===== src/rtl/tc4_seg_arbiter.sv =====
// Round-robin arbiter that shares one external 4-bit two's-complement to 7-segment
// converter among NREQ requesters and latches each result into a per-requester display slice.
module tc4_seg_arbiter #(
  parameter int unsigned NREQ = 4,
  parameter int unsigned IDW  = 2
) (
  input  logic                Clock,
  input  logic                Reset,
  input  logic [NREQ-1:0]     Req,
  input  logic [4*NREQ-1:0]   Value,
  output logic [NREQ-1:0]     Ack,
  output logic                Busy,
  output logic [IDW-1:0]      GntId,
  output logic [3:0]          ConvN,
  input  logic [6:0]          ConvSign,
  input  logic [6:0]          ConvMag,
  output logic [7*NREQ-1:0]   HexSign,
  output logic [7*NREQ-1:0]   HexMag
);

  typedef enum logic [1:0] {
    IDLE,
    GRANT,
    CAPTURE
  } state_t;

  state_t         state;
  state_t         state_nxt;
  logic [IDW-1:0] ptr;
  logic [IDW-1:0] ptr_inc;
  logic [IDW-1:0] winner;
  logic           any_req;

  // Rotating search: first set Req bit at or after ptr, wrapping modulo NREQ.
  always_comb begin
    winner  = '0;
    any_req = 1'b0;
    for (int unsigned i = 0; i < NREQ; i++) begin
      if (!any_req && Req[(32'(ptr) + i) % NREQ]) begin
        any_req = 1'b1;
        winner  = IDW'((32'(ptr) + i) % NREQ);
      end
    end
  end

  always_comb begin
    if (GntId == IDW'(NREQ - 1)) begin
      ptr_inc = '0;
    end else begin
      ptr_inc = GntId + IDW'(1);
    end
  end

  always_ff @(posedge Clock or posedge Reset) begin
    if (Reset) begin
      state <= IDLE;
    end else begin
      state <= state_nxt;
    end
  end

  always_comb begin
    state_nxt = state;
    case (state)
      IDLE:    if (any_req) state_nxt = GRANT;
      GRANT:   state_nxt = Req[GntId] ? CAPTURE : IDLE;
      CAPTURE: state_nxt = IDLE;
      default: state_nxt = IDLE;
    endcase
  end

  // Ack is decoded from state so an async reset drops it immediately.
  always_comb begin
    Ack  = '0;
    Busy = (state != IDLE);
    if (state == CAPTURE) begin
      Ack[GntId] = 1'b1;
    end
  end

  always_ff @(posedge Clock or posedge Reset) begin
    if (Reset) begin
      GntId   <= '0;
      ConvN   <= '0;
      ptr     <= '0;
      HexSign <= '1;
      HexMag  <= '1;
    end else begin
      case (state)
        IDLE: begin
          if (any_req) begin
            GntId <= winner;
            ConvN <= Value[4*winner +: 4];
          end
        end
        GRANT: begin
          if (Req[GntId]) begin
            HexSign[7*GntId +: 7] <= ConvSign;
            HexMag[7*GntId +: 7]  <= ConvMag;
          end
        end
        CAPTURE: begin
          ptr <= ptr_inc;
        end
        default: ;
      endcase
    end
  end

endmodule

===== config.mk =====
export PLATFORM = sky130hd
export DESIGN_NAME = tc4_seg_arbiter
export DESIGN_NICKNAME = d
export VERILOG_FILES = /design/src/rtl/tc4_seg_arbiter.sv
export SDC_FILE = /design/constraint.sdc
export NUM_CORES = 1
export LEC_CHECK = 0
export CORE_ASPECT_RATIO = 1.4
export CORE_MARGIN = 2
export CORE_UTILIZATION = 35
export CTS_BUF_LIST = sky130_fd_sc_hd__clkbuf_2
export DETAILED_ROUTE_END_ITERATION = 8
export SLEW_MARGIN = 5
export SYNTH_ARGS = -nofsm -noshare
export SYNTH_HDL_FRONTEND = slang
export SYNTH_SLANG_ARGS = --single-unit

===== constraint.sdc =====
create_clock -name Clock -period 6.1 [get_ports Clock]
set_input_delay 1.22 -clock Clock [delete_from_list [all_inputs] [get_ports Clock]]
set_output_delay 1.22 -clock Clock [all_outputs]
set_load 0.005 [all_outputs]

==> results of run 1 <==
==> state kept, by name (all words and copies together) (netlist names) <==
register	flops
GntId	2
HexSign	28
ConvN	4
HexMag	28
ptr	2
state	2
==> power breakdown <==
group | total (mW) | internal, mW | switching [mW]
registers | 0.827 | 0.705 | 0.123
clock network | 0.243 | 0.0932 | 0.150
logic | 0.951 | 0.497 | 0.455
total | 2.02 | 1.29 | 0.728
==> worst max-delay path: stages, from the launching register on <==
cell	delay, ns
dfrtp_1	0.71
inv_1	0.26
ha_1	0.33
and2_1	0.16
clkdlybuf4s50_1	0.46
==> layer usage <==
metal / wire, um / global-route usage / up-vias / part of all wire
met3: 537 / 0.0440 / 9 / 0.065
met2: 4170 / 0.284 / 94 / 0.50
met4: 86 / 0.0655 / 0 / 0.010
met5: 0 / 0 / - / 0
met1: 3510 / 0.222 / 1158 / 0.42
li1: - / - / 1285 / -
==> synth_stat cells <==
cell type | n | area share
mux2_2 | 1 | 0.0035
a21boi_0 | 1 | 0.0023
o41ai_2 | 1 | 0.0050
buf_12 | 2 | 0.012
o22a_1 | 1 | 0.0027
nand2_1 | 112 | 0.13
dfstp_2 | 56 | 0.45
o221ai_2 | 1 | 0.0046
inv_1 | 7 | 0.0081
mux4_2 | 1 | 0.0069
buf_4 | 1 | 0.0023
clkbuf_1 | 2 | 0.0023
nor2_1 | 4 | 0.0046
o21ai_0 | 35 | 0.054
o22ai_1 | 1 | 0.0019
mux2i_1 | 9 | 0.028
and3b_1 | 1 | 0.0027
buf_6 | 8 | 0.028
nor2b_1 | 1 | 0.0019
and2_1 | 4 | 0.0077
or3b_1 | 1 | 0.0027
nor3b_1 | 2 | 0.0046
o21a_1 | 1 | 0.0023
nand2_8 | 4 | 0.025
buf_2 | 2 | 0.0031
a211o_1 | 5 | 0.013
ha_1 | 8 | 0.031
nor3_1 | 9 | 0.014
o21ai_1 | 8 | 0.012
o21ai_2 | 18 | 0.048
dfrtp_1 | 10 | 0.077
nand3_1 | 4 | 0.0061
a21oi_1 | 2 | 0.0031
==> final cells by class <==
cell class,count,share of cell area
well taps,107,0.0305
repair buffers,106,0.239
inverters,7,0.00599
clock buffers,11,0.0125
multi-input cells,235,0.309
clock inverters,5,0.0103
flip-flops and latches,66,0.392
==> through the flow <==
stage / setup WS [ns] / hold WS [ns] / util / std cells / instance area, um2
floorplan: 3.32 / 0.451 / - / 323 / 3260
global placement: 2.83 / 0.450 / 0.475 / 521 / 4290
detailed placement: 2.76 / 0.454 / 0.475 / 521 / 4290
CTS: 2.36 / 0.475 / 0.486 / 537 / 4390
global route: 2.20 / 0.499 / 0.486 / 537 / 4390
finish: 2.47 / 0.475 / 0.486 / 537 / 4390
==> worst max-delay path by stage <==
stage / to / slack [ns] / depth (start not counted)
finish: Ack[0] / 2.47 / 4
detailed placement: HexMag[1] / 2.76 / 5
global route: Ack[0] / 2.20 / 4
CTS: Ack[0] / 2.36 / 4
global placement: HexMag[1] / 2.83 / 5
floorplan: ConvN[0] / 3.32 / 1
==> kinds of logic after synthesis <==
group | share of synthesized area
AND/OR/NAND/NOR | 0.198
flip-flops | 0.528
adder cells (fa/ha/maj) | 0.0307
AO/OA/AOI/OAI | 0.150
buffers and inverters | 0.0557
multiplexers | 0.0380
==> flow_metrics.env, run 1 <==
export IMPL_status="complete, no violations"
export IMPL_clock_sinks=66
export IMPL_antenna_found_initial=0
export IMPL_yosys_warnings=0
export IMPL_power_density_nw_per_um2=461
export IMPL_cts_tree="built"
export IMPL_synth_seq_cells=66
export IMPL_drc=0
export IMPL_start_util=0.361
export IMPL_final_layout_size_suffix_gt1_frac=0.230
export IMPL_track_usage=0.175
export IMPL_ir_drop_v=0.000194
export IMPL_mostFrequentLayoutCell="nand2_1"
export IMPL_drtPass1Iterations=4
export IMPL_vias=2546
export IMPL_critPathLaunch="GntId[0]"
export IMPL_endpoint_kind="output port"
export IMPL_die_y_um=118
export IMPL_synth_net_count=367
export IMPL_critPathLaunchType="flop"
export IMPL_drt_initial_drc_count=160
export IMPL_rr_startpoint="GntId[0]"
export IMPL_rsz0062_at_grt="no"
export IMPL_worstPathMaxFanout=15
export IMPL_reg2reg_depth=5
export IMPL_max_freq_mhz=275
export IMPL_vias_per_cell=4.74
export IMPL_crit_arrival_ns=2.41
export IMPL_die_x_um=85.6
export IMPL_row_count=41
export IMPL_worstHoldPathType="reg2reg"
export IMPL_gr_total_overflow=0
export IMPL_routed_wirelength_um=8300
export IMPL_antenna_cells=0
export IMPL_hold_viol_final=0
export IMPL_ctsResizeCount=0
export IMPL_layout_common_cells="nand2_1 (112), clkdlybuf4s50_1 (102), dfstp_2 (56)"
export IMPL_placeableCoreArea_um2=9030
export IMPL_netlist_area_um2=3260
export IMPL_ant_nets=0
export IMPL_relSlewSlack=0.205
export IMPL_maxCapViolations=0
export IMPL_setup_tns_ns=0
export IMPL_synth_avg_cell_area_um2=10.1
export IMPL_syn_to_final_growth_pct=34.7
export IMPL_worstSetupPathType="reg2out"
export IMPL_grt_pass1_vias=2457
export IMPL_pin_count=103
export IMPL_ys_seq_area_frac=0.528
export IMPL_nets=469
export IMPL_leakagePower_nw=1.63
export IMPL_place_hpwl_um=6090
export IMPL_drt_wirelength_per_cell_um=15.5
export IMPL_grt_max_degree=67
export IMPL_cts_setup_buffers=0
export IMPL_holdBufCountCts=0
export IMPL_finalCriticalPeriod_ns=3.63
export IMPL_drv_slew=0
export IMPL_min_to="HexSign[27]"
export IMPL_clock_skew_final_ns=0.0129
export IMPL_numCtsBuffers=9
export IMPL_grt_pass1_wl_um=13400
export IMPL_setup_violations_final=0
export IMPL_clk_pin_slew_ns=0.17
export IMPL_multiInputGateArea_um2=1360
export IMPL_fillCellCount=829
export IMPL_cts_root_buf="clkbuf_2"
export IMPL_cts_buffer_depth=2
export IMPL_period_share=0.595
export IMPL_ctsHtreeMaxLevel=3
export IMPL_io_buffer_count=102
export IMPL_insertion_delay_ns=0.50
export IMPL_hp_start="HexSign[27]"
export IMPL_holdPathStages=2
export IMPL_netlist_instances=323
export IMPL_required_ns=4.88
export IMPL_gp_congestion=0.762
export IMPL_tightest_slew_ns=1.18
export IMPL_crit_reg2reg_capture="HexSign[24]"
export IMPL_ff2ff_setup_slack_ns=3.37
export IMPL_ys_types=33
export IMPL_seq_area_um2=1720
export IMPL_die_area_um2=10100
export IMPL_power_mw=2.02
No activity file was read; power rests on OpenSTA's default activity.
==> run 2: changes to the inputs <==
clock period = 3.6 ns   (was 6.1 ns; I/O delays follow)
==> run 2 against run 1 <==
Worst setup slack got worse by 2.0 ns. Non-clock buffer count rose by 1. Count of clock-buffer cells in the layout fell by 1. Cell count up 0.19%. Die area unchanged. Combinational power is 70% higher. Critical path type unchanged. Clock skew is 0.0075 ns higher. Sequential share of layout area shrank 0.13 points. Critical path depth unchanged.
==> flow_metrics.env, run 2 (synthesis gave the netlist of run 1 again) <==
export IMPL_grt_max_degree=67
export IMPL_routed_wirelength_um=8420
export IMPL_start_util=0.361
export IMPL_pin_count=103
export IMPL_leakagePower_nw=1.64
export IMPL_gr_total_overflow=0
export IMPL_relSlewSlack=0.452
export IMPL_antenna_cells=0
export IMPL_cts_root_buf="clkbuf_2"
export IMPL_cts_tree="built"
export IMPL_ir_drop_v=0.000344
export IMPL_ctsHtreeMaxLevel=3
export IMPL_crit_reg2reg_capture="HexSign[7]"
export IMPL_holdPathStages=2
export IMPL_place_hpwl_um=6150
export IMPL_rr_startpoint="GntId[0]"
export IMPL_grt_pass1_vias=2571
export IMPL_antenna_found_initial=0
export IMPL_numCtsBuffers=9
export IMPL_power_mw=3.45
export IMPL_period_share=0.872
export IMPL_finalCriticalPeriod_ns=3.14
export IMPL_worstHoldPathType="reg2reg"
export IMPL_die_area_um2=10100
export IMPL_drt_initial_drc_count=131
export IMPL_hp_start="HexMag[21]"
export IMPL_gp_congestion=0.754
export IMPL_ff2ff_setup_slack_ns=1.16
export IMPL_nets=470
export IMPL_critPathLaunchType="flop"
export IMPL_setup_violations_final=0
export IMPL_drtPass1Iterations=4
export IMPL_cp_slowest_cell="dfrtp_1"
export IMPL_reg_top3="HexMag x28, HexSign x28, ConvN x4"
export IMPL_status="complete, no violations"
export IMPL_placed_cell_area_um2=4300
export IMPL_row_count=41
export IMPL_endpoint_kind="output port"
export IMPL_cp_cell_sequence="inv_1 > ha_1 > and2_1 > clkdlybuf4s50_1"
export IMPL_cts_setup_buffers=0
export IMPL_final_layout_size_suffix_gt1_frac=0.241
export IMPL_cts_buffer_depth=2
export IMPL_drv_slew=0
export IMPL_fillCellCount=864
export IMPL_stdcell_area_um2=4400
export IMPL_reg2reg_depth=6
export IMPL_ctsResizeCount=0
export IMPL_die_x_um=85.6
export IMPL_worstPathMaxFanout=15
export IMPL_crit_arrival_ns=2.42
export IMPL_ant_nets=0
export IMPL_die_y_um=118
export IMPL_rsz0062_at_grt="no"
export IMPL_syn_to_final_growth_pct=35.1
export IMPL_hold_viol_final=0
export IMPL_vias=2611
export IMPL_crit_family="buffers and inverters"
export IMPL_track_usage=0.173
export IMPL_drt_wirelength_per_cell_um=15.6
export IMPL_max_freq_mhz=319
export IMPL_worstSetupPathType="reg2out"
export IMPL_holdBufCountCts=0
export IMPL_min_to="HexMag[21]"
export IMPL_grt_pass1_wl_um=13300
export IMPL_mostFrequentLayoutCell="nand2_1"
export IMPL_io_buffer_count=102
export IMPL_vias_per_cell=4.85
export IMPL_clk_pin_slew_ns=0.18
export IMPL_crit_buf_inv=2
export IMPL_clock_skew_final_ns=0.0204
export IMPL_clock_sinks=66
export IMPL_maxCapViolations=0
export IMPL_insertion_delay_ns=0.52
export IMPL_placeableCoreArea_um2=9030
export IMPL_drc=0
export IMPL_layout_common_cells="nand2_1 (112), clkdlybuf4s50_1 (102), dfstp_2 (56)"
export IMPL_power_density_nw_per_um2=784
export IMPL_required_ns=2.88
export IMPL_cpPeakStageDelay_ns=0.70
export IMPL_tightest_slew_ns=0.822
export IMPL_setup_tns_ns=0
## run 2: how the worst max path moves through the flow
| stage | start | end | slack [ns] | depth (start not counted) |
|---|---|---|---|---|
| final | GntId[0] | Ack[0] | 0.46 | 4 |
| after global routing | GntId[0] | Ack[0] | 0.25 | 4 |
| after CTS | GntId[0] | Ack[0] | 0.39 | 4 |
| after detailed placement | Req[3] | HexMag[0] | 0.76 | 5 |
| after global placement | Req[1] | HexSign[4] | 0.84 | 5 |
| after floorplan | Reset | ConvN[0] | 1.32 | 1 |
## run 2: where the power goes
group          internal, mW  switching, mW
registers              1.19          0.209
logic                 0.847          0.774
clock network         0.158          0.272
total                  2.20           1.26
## run 2: metal layers
layer / routed length [um] / GRT usage
met4: 104 / 0.0476
met2: 4260 / 0.291
met1: 3480 / 0.209
met5: 0 / 0
met3: 575 / 0.0587
## run 2: stage by stage
step / worst slack, ns / hold slack (ns) / cells / util
floorplan: 1.32 / 0.451 / 323 / -
global placement: 0.836 / 0.449 / 522 / 0.476
detailed placement: 0.761 / 0.452 / 522 / 0.476
CTS: 0.390 / 0.475 / 538 / 0.488
global route: 0.249 / 0.497 / 538 / 0.488
finish: 0.460 / 0.472 / 538 / 0.488
## run 2: layout make-up
| type | count | area, um2 | share of cell area |
|---|---|---|---|
| sequential | 66 | 1720 | 0.391 |
| clock inverter | 6 | 57.6 | 0.0131 |
| timing repair buffer | 107 | 1060 | 0.240 |
| tap | 107 | 134 | 0.0304 |
| inverter | 7 | 26.3 | 0.00597 |
| multi-input combinational | 235 | 1360 | 0.308 |
| clock buffer | 10 | 50.0 | 0.0114 |
## run 2: worst register-to-register path, delay by kind of cell, from the launching register on
kind	cells	cell delay [ns]
AND/OR/NAND/NOR	3	0.70
flip-flops	1	0.70
AO/OA/AOI/OAI	1	0.19
adder cells (fa/ha/maj)	1	0.53
buffers and inverters	1	0.27
